[src/rtl/muldiv_seq.sv]
`default_nettype none
// ============================================================================
//  Module   : muldiv_seq
//  Purpose  : Multi-cycle unsigned 32x32 multiply (MULTU, shift-add) and
//             32/32 divide (DIVU, restoring) sequenced on the shared CPU ALU,
//             one iteration per cycle. Holds the HI/LO result registers.
//  Ports    : clk, rst_n (sync, active-low)
//             start/op/operand_a/operand_b : operation request (op 0=MULTU, 1=DIVU)
//             busy/done/hi/lo              : status and results
//             alu_own/alu_src_a/alu_src_b/alu_control : ALU drive
//             alu_result                   : combinational ALU result
//  Revision : 1.0 - initial release
// ============================================================================
module muldiv_seq #(
    parameter int          ITERATIONS = 32,
    parameter logic [31:0] DIV0_LO    = 32'hFFFF_FFFF
) (
    input  logic        clk,
    input  logic        rst_n,
    input  logic        start,
    input  logic        op,
    input  logic [31:0] operand_a,
    input  logic [31:0] operand_b,
    output logic        busy,
    output logic        done,
    output logic [31:0] hi,
    output logic [31:0] lo,
    output logic        alu_own,
    output logic [31:0] alu_src_a,
    output logic [31:0] alu_src_b,
    output logic [3:0]  alu_control,
    input  logic [31:0] alu_result
);

    localparam int             c_CNT_W   = $clog2(ITERATIONS);
    localparam logic [c_CNT_W-1:0] c_LAST = c_CNT_W'(ITERATIONS - 1);
    localparam logic [3:0]     c_ALU_ADD = 4'b0010;
    localparam logic [3:0]     c_ALU_SUB = 4'b0110;

    localparam logic [1:0] S_IDLE = 2'd0;
    localparam logic [1:0] S_MUL  = 2'd1;
    localparam logic [1:0] S_DIV  = 2'd2;
    localparam logic [1:0] S_DONE = 2'd3;

    logic [1:0]         r_state;
    logic [31:0]        r_hi;
    logic [31:0]        r_lo;
    logic [31:0]        r_b;
    logic [c_CNT_W-1:0] r_count;
    logic               r_busy;
    logic               r_done;

    logic [31:0] w_rem;
    logic        w_carry;
    logic        w_div_ge;
    logic        w_last;

    // Partial remainder: the top bit shifted out of hi (hi[31]) is the 33rd
    // bit, so when it is set the remainder is certainly >= B and the 32-bit
    // ALU difference is still the exact result.
    assign w_rem    = {r_hi[30:0], r_lo[31]};
    assign w_div_ge = r_hi[31] | (w_rem >= r_b);
    // Unsigned add overflowed iff the sum wrapped below one of its operands.
    assign w_carry  = (alu_result < r_hi);
    assign w_last   = (r_count == c_LAST);

    always_comb begin
        alu_src_a   = 32'd0;
        alu_src_b   = 32'd0;
        alu_control = c_ALU_ADD;
        case (r_state)
            S_MUL: begin
                alu_src_a   = r_hi;
                alu_src_b   = r_lo[0] ? r_b : 32'd0;
                alu_control = c_ALU_ADD;
            end
            S_DIV: begin
                alu_src_a   = w_rem;
                alu_src_b   = r_b;
                alu_control = c_ALU_SUB;
            end
            default: begin
                alu_src_a   = 32'd0;
                alu_src_b   = 32'd0;
                alu_control = c_ALU_ADD;
            end
        endcase
    end

    always_ff @(posedge clk) begin
        if (!rst_n) begin
            r_state <= S_IDLE;
            r_hi    <= 32'd0;
            r_lo    <= 32'd0;
            r_b     <= 32'd0;
            r_count <= '0;
            r_busy  <= 1'b0;
            r_done  <= 1'b0;
        end else begin
            case (r_state)
                S_IDLE: begin
                    r_done <= 1'b0;
                    if (start) begin
                        if (!op || (operand_b != 32'd0)) begin
                            r_hi    <= 32'd0;
                            r_lo    <= operand_a;
                            r_b     <= operand_b;
                            r_count <= '0;
                            r_busy  <= 1'b1;
                            r_state <= op ? S_DIV : S_MUL;
                        end else begin
                            // Divide by zero finishes immediately.
                            r_hi    <= operand_a;
                            r_lo    <= DIV0_LO;
                            r_done  <= 1'b1;
                            r_state <= S_DONE;
                        end
                    end
                end
                S_MUL: begin
                    // 65-bit {carry, sum, lo} shifted right by one.
                    {r_hi, r_lo} <= {w_carry, alu_result, r_lo[31:1]};
                    r_count      <= r_count + 1'b1;
                    if (w_last) begin
                        r_busy  <= 1'b0;
                        r_done  <= 1'b1;
                        r_state <= S_DONE;
                    end
                end
                S_DIV: begin
                    r_hi    <= w_div_ge ? alu_result : w_rem;
                    r_lo    <= {r_lo[30:0], w_div_ge};
                    r_count <= r_count + 1'b1;
                    if (w_last) begin
                        r_busy  <= 1'b0;
                        r_done  <= 1'b1;
                        r_state <= S_DONE;
                    end
                end
                default: begin
                    // DONE: single-cycle pulse, start ignored.
                    r_done  <= 1'b0;
                    r_state <= S_IDLE;
                end
            endcase
        end
    end

    assign busy    = r_busy;
    assign alu_own = r_busy;
    assign done    = r_done;
    assign hi      = r_hi;
    assign lo      = r_lo;

endmodule
`default_nettype wire
[config.mk]
export PLATFORM = sky130hd
export DESIGN_NAME = muldiv_seq
export DESIGN_NICKNAME = d
export VERILOG_FILES = /design/src/rtl/muldiv_seq.sv
export SDC_FILE = /design/constraint.sdc
export NUM_CORES = 1
export LEC_CHECK = 0
export ABC_AREA = 1
export BUFFER_PORTS_ARGS = -buffer_cell sky130_fd_sc_hd__buf_4
export CORE_AREA = 10 10 166 168
export CTS_BUF_LIST = sky130_fd_sc_hd__clkbuf_8
export DETAILED_ROUTE_END_ITERATION = 10
export DIE_AREA = 0 0 176 178
export MAX_ROUTING_LAYER = met4
export SLEW_MARGIN = 20
export SYNTH_ARGS = -nofsm -noshare
export SYNTH_HDL_FRONTEND = slang
export SYNTH_SLANG_ARGS = --single-unit
[constraint.sdc]
create_clock -name clk -period 2.06 [get_ports clk]
set_input_delay 0.206 -clock clk [delete_from_list [all_inputs] [get_ports clk]]
set_output_delay 0.206 -clock clk [all_outputs]
set_load 0.005 [all_outputs]
# Yosys cells after proc, flatten, opt, wreduce, memory -nomap -nowiden
# Cells that the tools add are included.
[classes] addsub=1 n_lt_le_gt_ge=2 eq_ne=6 n_mux=27 n_bitwise=1 n_reduce_logical=12
[ops] cell="$mux 32" n=6
[ops] cell="$pmux 32 s3" n=2
[ops] cell="$pmux 32 s2" n=2
[ops] cell="$ge 32x32->1" n=1
[ops] cell="$lt 32x32->1" n=1
[ops] cell="$reduce_bool 32->1" n=1
[ops] cell="$mux 5" n=2
[ops] cell="$pmux 5 s2" n=1
[ops] cell="$mux 2" n=4
[ops] cell="$mux 1" n=6
[ops] cell="$reduce_and 3->1" n=2
[ops] cell="$add 5x1->5 const B" n=1
[ops] cell="$eq 5x5->1 const B" n=1
[ops] cell="$ne 2x2->1 const B" n=2
[ops] cell="$pmux 1 s2" n=2
[ops] cell="$pmux 2 s2" n=1
[ops] cell="$reduce_and 2->1" n=2
[ops] cell="$reduce_and 4->1" n=1
[ops] cell="$mux 3" n=1
[ops] cell="$reduce_bool 3->1" n=1
[ops] cell="$eq 2x1->1 const B" n=1
[ops] cell="$eq 2x2->1 const B" n=1
[ops] cell="$logic_not 2->1" n=1
[ops] cell="$ne 2x1->1 const B" n=1
[ops] cell="5 further kinds" n=5
[word_totals] reg_bits=105 out_inout_bits=135 wordCells=56

# Depth between registers and ports, before layout
# Gate-level depths: netlist of the first run.
[logic_depth] ltp_word=5 depth_mapped=20

# Worst setup path before layout of the first run
# No wires, ideal clock.
[synth_path] path_kind="register -> output" startpoint="register r_state[0]" endpoint="output port alu_src_b[18]" arrival_ns=1.772 path_slack_ns=0.082 stages_incl_launch_ff=9 n_path_buf=4 cell_sequence="dfxtp_1 inv_1 ha_1 buf_2 inv_1 buf_2 clkbuf_1 buf_1 nor3_1"
[synth_via] elab_chain_len=2
[synth_rtl] element="from (decl)" line_no="45" rtl="logic [1:0] r_state;"
[synth_rtl] element="from (signal assigned)" line_no="110" rtl="r_state <= op ? S_DIV : S_MUL;"
[synth_rtl] element="$eq 2x2->1 / $eq 2x1->1 (equally long branches)" line_no="71" rtl="case (r_state)"
[synth_rtl] element="$pmux 32 s2 (*)" line_no="71"
[synth_rtl] element="to (decl)" line_no="30" rtl="output logic [31:0] alu_src_b,"
# Mark *: on every way between the ends. The rest lies on a longest branch, timed or not.

# Worst setup path in the final report of the first run
[layout_path] startpoint="register r_b[23]" endpoint="register r_hi[31], in the netlist hi[31]"
[layout_via] elab_chain_len=4
[layout_rtl] element="from (decl)" line_no="48" rtl="logic [31:0] r_b;"
[layout_rtl] element="from (signal assigned)" line_no="107" rtl="r_b <= operand_b;"
[layout_rtl] element="$ge 32x32->1" line_no="62" rtl="assign w_div_ge = r_hi[31] | (w_rem >= r_b);"
[layout_rtl] element="$or 1x1->1" line_no="62"
[layout_rtl] element="$mux 32" line_no="131" rtl="r_hi <= w_div_ge ? alu_result : w_rem;"
[layout_rtl] element="$pmux 32 s3" line_no="100" rtl="case (r_state)"
[layout_rtl] element="to (signal assigned)" line_no="113" rtl="r_hi <= operand_a;"
[layout_rtl] element="to (signal assigned)" line_no="122" rtl="{r_hi, r_lo} <= {w_carry, alu_result, r_lo[31:1]};"
[layout_rtl] element="to (signal assigned)" line_no="131"
[layout_rtl] element="to (decl)" line_no="46" rtl="logic [31:0] r_hi;"
# Every way passes these cells.
# A chain may end at the register's enable or synchronous reset.

==> reports/metrics.sh, run 1 <==
HOLD_SLACK_PS=91.5
HIGHEST_CLOCK_FREQUENCY_THE_DESIGN_CAN_MEET_GHz=0.471
CHIPHEIGHT_UM=178
FINAL_COMMON_CELL='buf_4'
FLOORPLAN.INITIALDENSITY=0.349
FINAL_WORST_SLACK_PS=-60.9
GRT_PASS1_WL_UM=50900
CELLPOWERDENSITY_nW_PER_UM2=1180
DETAIL_ROUTE.VIAS_PER_CELL=5.16
MAPPEDNETLISTAREA_UM2=8400
GRT_SETUP_UNREPAIRED='yes'
GROUTE.USAGE.OVERALL=0.209
CTSROOTBUFFERMASTER='clkbuf_8'
POST-ROUTE-MIN-PERIOD_PS=2120
DIE_W_UM=176
POST-ROUTE-PERIOD-UTIL=1.03
WORST_EP_ARRIVAL_TIME_PS=2460
MAX_SLEW_MARGIN=0.534
HOLDBUFCOUNTCTS=0
FINAL_CELL_MIX='311 x buf_4, 292 x nand2_1, 144 x a21oi_1'
YS.FLOP_TYPE='dfxtp_1'
NUM_IO_PINS=235
SYNTH_SEQ_CELLS=105
UNIQUE_CELL_TYPE_COUNT_IN_THE_YOSYS_NETLIST=47
DRT-TOTAL-WL_UM=34400
GLOBAL_ROUTE.USAGE.MET1=0.271
SETUP_TOTAL_NEGATIVE_SLACK_PS=-93.3
PORT-BUFFER-COUNT=231
ANTENNA_LEFT=0
GRT_START_MAX_NET_PINS=59
DIE_OUTLINE_AREA_UM2=31300
REG2REG_SETUP_SLACK_PS=-60
DETAILED_PLACE_HPWL_UM=25600
POST_LAYOUT_NONFILLER_INSTANCES=1868
LAYOUT-DRIVE-GT1-SHARE=0.407
SYNTHESIS_WARNINGS=0
FINALSETUPVIOLCOUNT=4
TIGHTESTPINTRANSITION_PS=698
CRITICAL_PATH.MAX_FANOUT=8
DRTITER0DRC=868
REPORT.FINAL.HOLD_VIOL_COUNT=0
CLOCK_SINK_COUNT=105
PLACEMENT_ROWS=57
GLOBAL_ROUTE_OVERFLOW=0
REG2REG_TO='hi[31]'
NUMBER_OF_SYNTHESIZED_FLOPS_WITH_AN_ENABLE_PIN=0
VIOLATIONS='negative setup slack'
MIN-DELAY-PATH-CLASS='in2reg'
CORE-AREA_UM2=24100
PLACE_CONGESTION=0.940
REG2REGPATHDEPTH=17
SYN2LAYOUT_AREA_GROWTH_PCT=45.2
NUMPLACEDINSTANCES=1836
SYNTH_AREA_PER_CELL_UM2=6.60
CTS_TREE='yes'
FIRST_GLOBAL_VIAS=9243
FIN_TOTAL_PWR_mW=14.3
SYN-INSTANCE-COUNT=1274
ASYNC_FLOP_SHARE=0
TOP_USAGE_LAYER='met2'
SETUP_CRIT_END_KIND='register'
NUMBER_OF_ANTENNA_VIOLATIONS_AT_THE_FIRST_CHECK_IN_GLOBAL_ROUTING=2
DR_TOTAL_VIAS=9643
CTS.HTREE.LEVELS=3
CLK_LATENCY_PS=400
WORST_R2R_STARTPOINT='r_b[23]'
DRT_FIRST_PASS_ITERS=5
CLKTRANSATPATHREGS_PS=110
VDD_DROP_MAX_mV=0.660
CTS-ROOT-TO-SINK-BUFFERS=2
NUM-NETS-FINAL=1706
WORSTSETUPSTARTPOINTTYPE='register'
CTS_BUFFERS=9
WHS_ENDPOINT='r_b[26]'
CRITICAL_PATH_CLASS='reg2reg'
ROUTE.DETAILED.WL_PER_INST_UM=18.4
RESULT_OF_THE_RUN='complete, but fails checks'
REMAINING_DRC_ERRORS=0
WORST-ENDPOINT-REQUIRED_PS=2400
MIN_DELAY_PATH_DEPTH=3
HP-START='operand_b[26]'
WORST_CLOCK_SKEW_PS=11.9
USE_MET2=0.330
GR-USAGE-MET3=0.0376
POWER_LEAKAGE_nW=5.21
SLEW_VIOLATIONS=0
SEQUENTIAL_TO_TOTAL_AREA_SHARE_FROM_YOSYS_STAT=0.250
MAX_CAP_VIOL_COUNT=0
-- worst max path at each step --
stage / from / end / slack, ps / cells past startpoint
after detailed placement: r_b[21] / hi[4] / -80 / 16
after global routing: r_b[23] / hi[31] / -180 / 17
after CTS: r_b[28] / hi[31] / -100 / 17
after global placement: r_b[5] / hi[8] / -30 / 17
after floorplan: r_state[0] / alu_src_b[18] / 80 / 8
final: r_b[23] / hi[31] / -60 / 17
-- registers in the layout (all words and copies together) (netlist names) --
name     cells
alu_own      1
r_count      5
r_b         32
lo          32
done         1
r_state      2
hi          32
-- area by class of cell --
class / instances / area, um2
Tap cell: 324 / 405
Clock buffer: 10 / 138
Fill cell: 2429 / 11900
Inverter: 153 / 587
Timing Repair Buffer: 339 / 2910
Antenna cell: 2 / 5.00
Multi-Input combinational cell: 929 / 5930
Sequential cell: 105 / 2140
Clock inverter: 6 / 97.6
-- cells in the mapped netlist, types with 3 or more instances --
cell,n,share of area
nor3_1,34,0.020
nand2_2,35,0.026
nand2_1,324,0.14
a21oi_2,29,0.030
clkbuf_8,11,0.018
buf_12,3,0.0071
nor2_2,30,0.022
nor2_1,23,0.010
nand2_4,3,0.0040
ha_1,69,0.10
a21oi_1,163,0.097
buf_6,4,0.0054
clkbuf_1,37,0.017
nor4_1,4,0.0030
buf_4,6,0.0054
nand3_1,9,0.0054
buf_2,12,0.0071
o22ai_1,29,0.022
dfxtp_1,105,0.25
inv_1,151,0.067
a31oi_1,28,0.021
buf_1,10,0.0045
nand4_1,4,0.0030
o211ai_1,3,0.0027
o21ai_0,114,0.068
-- per-layer routing --
layer,part of all wire,up-vias
li1,-,4741
met1,0.44,4470
met2,0.47,388
met3,0.067,44
met4,0.022,0
met5,0,-
-- power breakdown --
part           total, mW  internal (mW)  switching [mW]  leakage, nW
logic               9.82           4.04            5.78         4.22
clock network       1.58          0.739           0.845        0.119
registers           2.94           2.55           0.391        0.874
total               14.3           7.32            7.01         5.21
-- repair_timing --
action | in CTS | in global routing
pin swaps | 15 | 36
gates resized for setup | 68 | 133
gates cloned | 2 | 3
setup buffers | 4 | 9
setup endpoints to repair | 97 | 97
endpoints found under the hold margin | 0 | 0
-- stage by stage --
step | setup WS [ps] | util | area [um2]
after CTS | -104 | 0.480 | 11600
after global placement | -30.9 | 0.453 | 10900
after global routing | -183 | 0.506 | 12200
final | -60.9 | 0.506 | 12200
after detailed placement | -81.3 | 0.453 | 10900
after floorplan | 82.4 | - | 8410
-- worst max-delay path, cell delays in order (launching register included) --
cell and delay [ps]:
dfxtp_2 340, inv_2 40, ha_4 260, nand2_2 50, inv_2 70, nand3_4 90
nor4_4 220, buf_4 160, nand2_4 50, nand2_4 90, nand2_8 110, buf_6 150
buf_6 100, nand2_2 40, nand2_1 40, nand2_1 60, nand2_1 70, a21oi_2 110
-- cells by family after synthesis --
family,Yosys count,share of synthesized area
simple gates,477,0.253
fa+ha+maj,69,0.103
compound gates,379,0.254
buf+inv,241,0.138
other cells,2,0.000894
flops,105,0.250
xor+xnor,1,0.00104
Note: power is estimated with default switching activity, not from simulation.
==> run 2: changes to the inputs <==
--- a/config.mk
+++ b/config.mk
@@ -7,11 +7,12 @@
 export LEC_CHECK = 0
 export ABC_AREA = 1
 export BUFFER_PORTS_ARGS = -buffer_cell sky130_fd_sc_hd__buf_4
-export CORE_AREA = 10 10 166 168
+export CORE_AREA = 10 10 141 143
 export CTS_BUF_LIST = sky130_fd_sc_hd__clkbuf_8
 export DETAILED_ROUTE_END_ITERATION = 10
-export DIE_AREA = 0 0 176 178
+export DIE_AREA = 0 0 151 153
 export MAX_ROUTING_LAYER = met4
+export PLACE_DENSITY = 0.79
 export SLEW_MARGIN = 20
 export SYNTH_ARGS = -nofsm -noshare
 export SYNTH_HDL_FRONTEND = slang
==> run 2 against run 1 <==
  * The run still ends with negative setup slack left
  * Cell area is 3.6% lower
  * Clock power is 22% lower
  * Sequential power hardly changed
  * Core utilization is 18 points higher
  * Routed wire length is 2.4% lower
  * Non-clock buffer count is 12 lower
  * Critical path depth is 1 lower
  * Via count is 3.7% higher
  * Hold slack worse by 18 ps
==> reports/metrics.sh, run 2 (synthesis gave the netlist of run 1 again) <==
RESULT_OF_THE_RUN='complete, but fails checks'  # unchanged
VIOLATIONS='negative setup slack'  # unchanged
REG2REG_SETUP_SLACK_PS=-90  # was -60 ps
CTS.HTREE.LEVELS=3  # unchanged
GRT_PASS1_WL_UM=49900  # was 50900 um
FINAL_WORST_SLACK_PS=-90.2  # was -60.9 ps
CRITPATHCAPTURE='hi[30]'  # was hi[31]
LAYOUT.CELL_AREA.NON_FILLER_UM2=11800  # was 12200 um2
ROUTE.DETAILED.WL_PER_INST_UM=19.1  # was 18.4 um
MAX_SLEW_MARGIN=0.537  # was 0.534
DIE_W_UM=151  # was 176 um
CLK_LATENCY_PS=410  # was 400 ps
NUM-NETS-FINAL=1697  # was 1706
VDD_DROP_MAX_mV=0.819  # was 0.660 mV
DRT_FIRST_PASS_ITERS=8  # was 5
CTS-ROOT-TO-SINK-BUFFERS=2  # unchanged
POST-ROUTE-MIN-PERIOD_PS=2150  # was 2120 ps
HIGHEST_CLOCK_FREQUENCY_THE_DESIGN_CAN_MEET_GHz=0.465  # was 0.471 GHz
NUMBER_OF_ANTENNA_VIOLATIONS_AT_THE_FIRST_CHECK_IN_GLOBAL_ROUTING=0  # was 2
CORE-AREA_UM2=17100  # was 24100 um2
PLACE_CONGESTION=0.949  # was 0.940
PORT-BUFFER-COUNT=231  # unchanged
WORST-PATH-BUF-INV=3  # was 5
NUM_IO_PINS=235  # unchanged
FINAL_CELL_MIX='303 x buf_4, 302 x nand2_1, 145 x a21oi_1'  # was 311 x buf_4, 292 x nand2_1, 144 x a21oi_1
MIN_DELAY_PATH_DEPTH=3  # unchanged
TIGHTESTPINTRANSITION_PS=695  # was 698 ps
GROUTE.USAGE.OVERALL=0.273  # was 0.209
PLACEMENT.CELL_AREA_UM2=10600  # was 10900 um2
WORST_R2R_STARTPOINT='r_b[24]'  # was r_b[23]
CTS_BUFFERS=9  # unchanged
DR_TOTAL_VIAS=9995  # was 9643
REG2REGPATHDEPTH=16  # was 17
N_ANTENNA_CELL=0  # was 2
LAYOUT-DRIVE-GT1-SHARE=0.385  # was 0.407
DETAIL_ROUTE.VIAS_PER_CELL=5.69  # was 5.16
TIMING.CRITICAL_PATH.SLOWEST_CELL_DELAY_PS=340  # about the same
GRT_SETUP_UNREPAIRED='yes'  # unchanged
CLKTRANSATPATHREGS_PS=100  # was 110 ps
HP-START='operand_b[0]'  # was operand_b[26]
CRITPATHTOPFAMILY='simple AND/OR/NAND/NOR gates'  # unchanged
WORST-ENDPOINT-REQUIRED_PS=2410  # was 2400 ps
FIRST_GLOBAL_VIAS=9530  # was 9243
ANTENNA_LEFT=0  # unchanged
DRT-TOTAL-WL_UM=33600  # was 34400 um
FINALSETUPVIOLCOUNT=33  # was 4
WORST_CLOCK_SKEW_PS=14.1  # was 11.9 ps
DETAILED_PLACE_HPWL_UM=23200  # was 25600 um
FLOORPLAN.INITIALDENSITY=0.493  # was 0.349
CRIT_PATH_TOP_DELAY_CELL='dfxtp_2'  # unchanged
GRT_START_MAX_NET_PINS=71  # was 59
CRITICAL_PATH_CELL_COUNT=16  # was 17
WORSTSETUPSTARTPOINTTYPE='register'  # unchanged
MIN-DELAY-PATH-CLASS='in2reg'  # unchanged
DRTITER0DRC=996  # was 868
WORST_EP_ARRIVAL_TIME_PS=2500  # was 2460 ps
POST-ROUTE-PERIOD-UTIL=1.04  # was 1.03
MAX_CAP_VIOL_COUNT=0  # unchanged
CRITICAL_PATH_CLASS='reg2reg'  # unchanged
REMAINING_DRC_ERRORS=0  # unchanged
SETUP_CRIT_END_KIND='register'  # unchanged
CTS_TREE='yes'  # unchanged
FINAL_COMMON_CELL='buf_4'  # unchanged
REPORT.FINAL.HOLD_VIOL_COUNT=0  # unchanged
CRIT_TOP_CELL='nand2_1'  # unchanged
DIE_OUTLINE_AREA_UM2=23100  # was 31300 um2
CELLPOWERDENSITY_nW_PER_UM2=1200  # was 1180 nW/um2
HOLDBUFCOUNTCTS=0  # unchanged
SLEW_VIOLATIONS=0  # unchanged
PLACEMENT_ROWS=48  # was 57
GLOBAL_ROUTE_OVERFLOW=0  # unchanged
POWER_LEAKAGE_nW=5.07  # was 5.21 nW
CRITICAL_PATH.MAX_FANOUT=8  # unchanged
REG2REG_TO='hi[30]'  # was hi[31]
POST_LAYOUT_UTILIZATION_OF_THE_CORE=0.690  # was 0.506
CRIT_START='r_b[24]'  # was r_b[23]
CTSROOTBUFFERMASTER='clkbuf_8'  # unchanged
SYN2LAYOUT_AREA_GROWTH_PCT=40.0  # was 45.2%
CLOCK_SINK_COUNT=105  # unchanged
CHIPHEIGHT_UM=153  # was 178 um
WORSTPATHCELLLIST='inv_1, ha_1, nand2_2, nor2_4, nand2_4, nor4_4, buf_4, nand2_4, nand2_8, buf_12, nand2_8, nand2_1, nand2_1, nand2_1, nand2_1, a21oi_2'  # was inv_2, ha_4, nand2_2, inv_2, nand3_4, nor4_4, buf_4, nand2_4, nand2_4, nand2_8, buf_6, buf_6, nand2_2, nand2_1, nand2_1, nand2_1, a21oi_2
run 2: cell count changes in the layout (fill, tap and decap cells not counted), moves of 8 or more:
cell	previous run	this run
nand2_1	292	302
buf_4	311	303
nand2_4	17	5
nor3_1	5	19
nor3_2	26	13
run 2: timing repair:
item / 4_1_cts / 5_1_grt
setup endpoints to repair: 97 / 88
gates resized for setup: 70 / 105
buffers inserted: 6 / 6
gates cloned: 6 / 3
pin swaps: 11 / 18
run 2: where the power goes:
group          total [mW]  leakage [nW]  switching, mW  internal (mW)
logic                9.90          4.11           5.84           4.06
registers            2.96         0.875          0.407           2.55
clock network        1.23        0.0868          0.773          0.454
run 2: final cells by class:
type,count,area (um2)
inverter,153,587
clock buffer,10,138
clock inverter,4,23.8
sequential,105,2140
tap,225,282
timing repair buffer,327,2780
fill,1436,5290
multi-input combinational,932,5820
run 2: how the worst min path moves through the flow:
stage / slack (ps) / end
global route: 90 / r_b[0]
global placement: 460 / r_count[4]
detailed placement: 470 / r_count[4]
floorplan: 370 / r_b[0]
finish: 70 / r_b[0]
CTS: 80 / r_b[0]
run 2: stage by stage:
| stage | setup TNS [ps] | cells | power [mW] | hold slack, ps | setup WS, ps |
|---|---|---|---|---|---|
| CTS | -1180 | 1748 | 12.9 | 80.3 | -51.1 |
| floorplan | 0 | 1275 | 8.02 | 370 | 82.4 |
| global route | -4460 | 1756 | 15.0 | 90.2 | -184 |
| finish | -1410 | 1756 | 14.1 | 73.6 | -90.2 |
| detailed placement | -2290 | 1722 | 10.6 | 466 | -85.6 |
| global placement | -26.9 | 1722 | 10.4 | 457 | -13.6 |
run 2: routing by layer:
layer / global-route usage / share of wire / vias up
met2: 0.429 / 0.47 / 530
li1: - / - / 4717
met4: 0.105 / 0.040 / 0
met3: 0.0585 / 0.10 / 88
met1: 0.335 / 0.39 / 4660
met5: - / 0 / -
run 2: worst reg2reg max path, stage by stage, from the launching register on:
cell	delay [ps]
dfxtp_2	340
inv_1	60
ha_1	280
nand2_2	60
nor2_4	130
nand2_4	80
nor4_4	150
buf_4	170
nand2_4	60
nand2_8	90
buf_12	150
nand2_8	110
nand2_1	90
nand2_1	50
nand2_1	60
nand2_1	70
a21oi_2	140
==> run 3: changes to the inputs <==
--- a/config.mk
+++ b/config.mk
@@ -7,12 +7,13 @@
 export LEC_CHECK = 0
 export ABC_AREA = 1
 export BUFFER_PORTS_ARGS = -buffer_cell sky130_fd_sc_hd__buf_4
-export CORE_AREA = 10 10 141 143
+export CORE_AREA = 10 10 142 144
 export CTS_BUF_LIST = sky130_fd_sc_hd__clkbuf_8
 export DETAILED_ROUTE_END_ITERATION = 10
-export DIE_AREA = 0 0 151 153
+export DIE_AREA = 0 0 152 154
+export GPL_ROUTABILITY_DRIVEN = 0
 export MAX_ROUTING_LAYER = met4
-export PLACE_DENSITY = 0.79
+export PLACE_DENSITY = 0.78
 export SLEW_MARGIN = 20
 export SYNTH_ARGS = -nofsm -noshare
 export SYNTH_HDL_FRONTEND = slang
==> run 3 against run 2 <==
  * The flow still finishes with violations (negative setup slack)
  * Sequential cell count unchanged
  * Core utilization increased by 2.2 points
  * Routed wire length increased by 1.1%
  * Highest routed layer unchanged
==> reports/metrics.sh, run 3 (synthesis gave the netlist of run 1 again) <==
HIGHEST_CLOCK_FREQUENCY_THE_DESIGN_CAN_MEET_GHz=0.449  # was 0.465 GHz
WORST_R2R_STARTPOINT='r_b[14]'  # was r_b[24]
FINAL_COMMON_CELL='buf_4'  # unchanged
MIN_DELAY_PATH_DEPTH=3  # unchanged
CLOCK_SINK_COUNT=105  # unchanged
WORST_CLOCK_SKEW_PS=10.3  # was 14.1 ps
N_ANTENNA_CELL=0  # unchanged
REPORT.FINAL.HOLD_VIOL_COUNT=0  # unchanged
WORSTSETUPSTARTPOINTTYPE='register'  # unchanged
PLACEMENT_ROWS=48  # unchanged
CHIPHEIGHT_UM=154  # was 153 um
CTS_BUFFERS=9  # unchanged
POST-ROUTE-PERIOD-UTIL=1.08  # was 1.04
DIE_W_UM=152  # was 151 um
PORT-BUFFER-COUNT=231  # unchanged
CORE-AREA_UM2=17200  # was 17100 um2
NUMBER_OF_ANTENNA_VIOLATIONS_AT_THE_FIRST_CHECK_IN_GLOBAL_ROUTING=0  # unchanged
FIN_TOTAL_PWR_mW=15.0  # was 14.1 mW
CLK_LATENCY_PS=400  # was 410 ps
DR_TOTAL_VIAS=10100  # was 9995
REMAINING_DRC_ERRORS=0  # unchanged
HP-START='operand_b[0]'  # unchanged
CRITICAL_PATH_CLASS='reg2reg'  # unchanged
VIOLATIONS='negative setup slack'  # unchanged
REG2REGPATHDEPTH=15  # was 16
WORST_EP_ARRIVAL_TIME_PS=2500  # about the same
GROUTE.USAGE.OVERALL=0.260  # was 0.273
FINAL_CELL_MIX='308 x buf_4, 282 x nand2_1, 135 x inv_1'  # was 303 x buf_4, 302 x nand2_1, 145 x a21oi_1
LAYOUT.FILLER_CELLS=1353  # was 1436
POWER_LEAKAGE_nW=5.32  # was 5.07 nW
FINALSETUPVIOLCOUNT=35  # was 33
MAX_CAP_VIOL_COUNT=0  # unchanged
HOLDBUFCOUNTCTS=0  # unchanged
FIRST_GLOBAL_VIAS=9293  # was 9530
DRTITER0DRC=1019  # was 996
DETAILED_PLACE_HPWL_UM=23700  # was 23200 um
VDD_DROP_MAX_mV=0.735  # was 0.819 mV
GRT_SETUP_UNREPAIRED='yes'  # unchanged
CLKTRANSATPATHREGS_PS=110  # was 100 ps
FLOORPLAN.INITIALDENSITY=0.489  # was 0.493
GRT_PASS1_WL_UM=48900  # was 49900 um
CRITICAL_PATH.MAX_FANOUT=7  # was 8
DRT_FIRST_PASS_ITERS=6  # was 8
CTS.HTREE.LEVELS=3  # unchanged
TIGHTESTPINTRANSITION_PS=697  # was 695 ps
MAX_SLEW_MARGIN=0.535  # was 0.537
CTS_TREE='yes'  # unchanged
DETAIL_ROUTE.VIAS_PER_CELL=5.69  # about the same
SLEW_VIOLATIONS=0  # unchanged
REG2REG_TO='hi[0]'  # was hi[30]
ROUTE.DETAILED.WL_PER_INST_UM=19.2  # was 19.1 um
CTS-ROOT-TO-SINK-BUFFERS=2  # unchanged
PRE_CTS_SLACK_PS=-67.5  # was -85.6 ps
FINAL_WORST_SLACK_PS=-168  # was -90.2 ps
REG2REG_SETUP_SLACK_PS=-170  # was -90 ps
HOLD_SLACK_PS=97.1  # was 73.6 ps
NUM-NETS-FINAL=1711  # was 1697
MIN-DELAY-PATH-CLASS='in2reg'  # unchanged
LAYOUT-DRIVE-GT1-SHARE=0.409  # was 0.385
GRT_START_MAX_NET_PINS=59  # was 71
DRT-TOTAL-WL_UM=34000  # was 33600 um
GLOBAL_ROUTE_OVERFLOW=0  # unchanged
RESULT_OF_THE_RUN='complete, but fails checks'  # unchanged
WORST-ENDPOINT-REQUIRED_PS=2330  # was 2410 ps
DIE_OUTLINE_AREA_UM2=23400  # was 23100 um2
SYN2LAYOUT_AREA_GROWTH_PCT=45.5  # was 40.0%
NUM_IO_PINS=235  # unchanged
CTSROOTBUFFERMASTER='clkbuf_8'  # unchanged
CELLPOWERDENSITY_nW_PER_UM2=1230  # was 1200 nW/um2
POST-ROUTE-MIN-PERIOD_PS=2230  # was 2150 ps
SETUP_CRIT_END_KIND='register'  # unchanged
ANTENNA_LEFT=0  # unchanged
WHS_ENDPOINT='r_b[0]'  # unchanged
run 3: cell count changes in the layout (fill, tap and decap cells not counted), moves of 7 or more:
cell,previous run,this run
a21oi_1,145,130
a21oi_2,47,59
buf_12,14,21
dfxtp_1,79,90
dfxtp_2,24,15
inv_1,128,135
inv_2,24,12
nand2_1,302,282
nand2_2,54,71
nor3_1,19,4
nor3_4,4,13
run 3: timing repair:
item	CTS	global route
cloned	3	5
gates resized for setup	45	173
setup buffers	4	16
pin swaps	0	44
setup endpoints to repair	94	79
run 3: final cells by class:
type / instances / area [um2] / area share
clock inverter: 4 / 76.3 / 0.00624
timing repair buffer: 344 / 3040 / 0.249
clock buffer: 11 / 151 / 0.0124
multi-input combinational: 929 / 5960 / 0.487
tap: 225 / 282 / 0.0230
sequential: 105 / 2120 / 0.173
inverter: 153 / 599 / 0.0490
run 3: through the flow:
step,area (um2),util,setup TNS [ps],std cells
after floorplan,8410,-,0,1275
after global placement,10700,0.622,-180,1729
after detailed placement,10700,0.622,-522,1729
after CTS,11200,0.653,-28.4,1750
after global routing,12200,0.712,-8130,1771
final,12200,0.712,-3700,1771
run 3: worst max path at each step:
stage | start | endpoint | slack [ps]
CTS | r_b[23] | hi[18] | -10
global route | r_b[14] | hi[31] | -260
floorplan | r_state[0] | alu_src_b[18] | 80
detailed placement | r_b[21] | hi[2] | -70
finish | r_b[14] | hi[0] | -170
global placement | r_b[5] | hi[4] | -30
run 3: critical path, stage by stage, from the launching register on:
cell and delay, ps:
dfxtp_1 320, inv_1 80, ha_1 310, nand2_2 90, nor4_4 310, nand2_2 80
nand2_2 110, nand2_2 80, nand2_4 110, buf_12 150, buf_8 140, nand2_1 60
nand2_1 80, nand2_1 60, nand2_1 70, a21oi_2 50
run 3: routing by layer:
layer,share of wire,vias up,wire length [um],track usage
met5,0,-,0,-
met4,0.042,0,1440,0.119
met3,0.090,100,3060,0.0435
met2,0.47,550,16100,0.409
met1,0.39,4685,13400,0.320
li1,-,4737,-,-
run 3: report_power, final:
part / internal (mW) / leakage (nW) / total, mW / switching (mW)
clock network: 0.748 / 0.112 / 1.52 / 0.775
registers: 2.53 / 0.870 / 2.92 / 0.389
logic: 4.44 / 4.33 / 10.5 / 6.10
total: 7.73 / 5.32 / 15.0 / 7.26
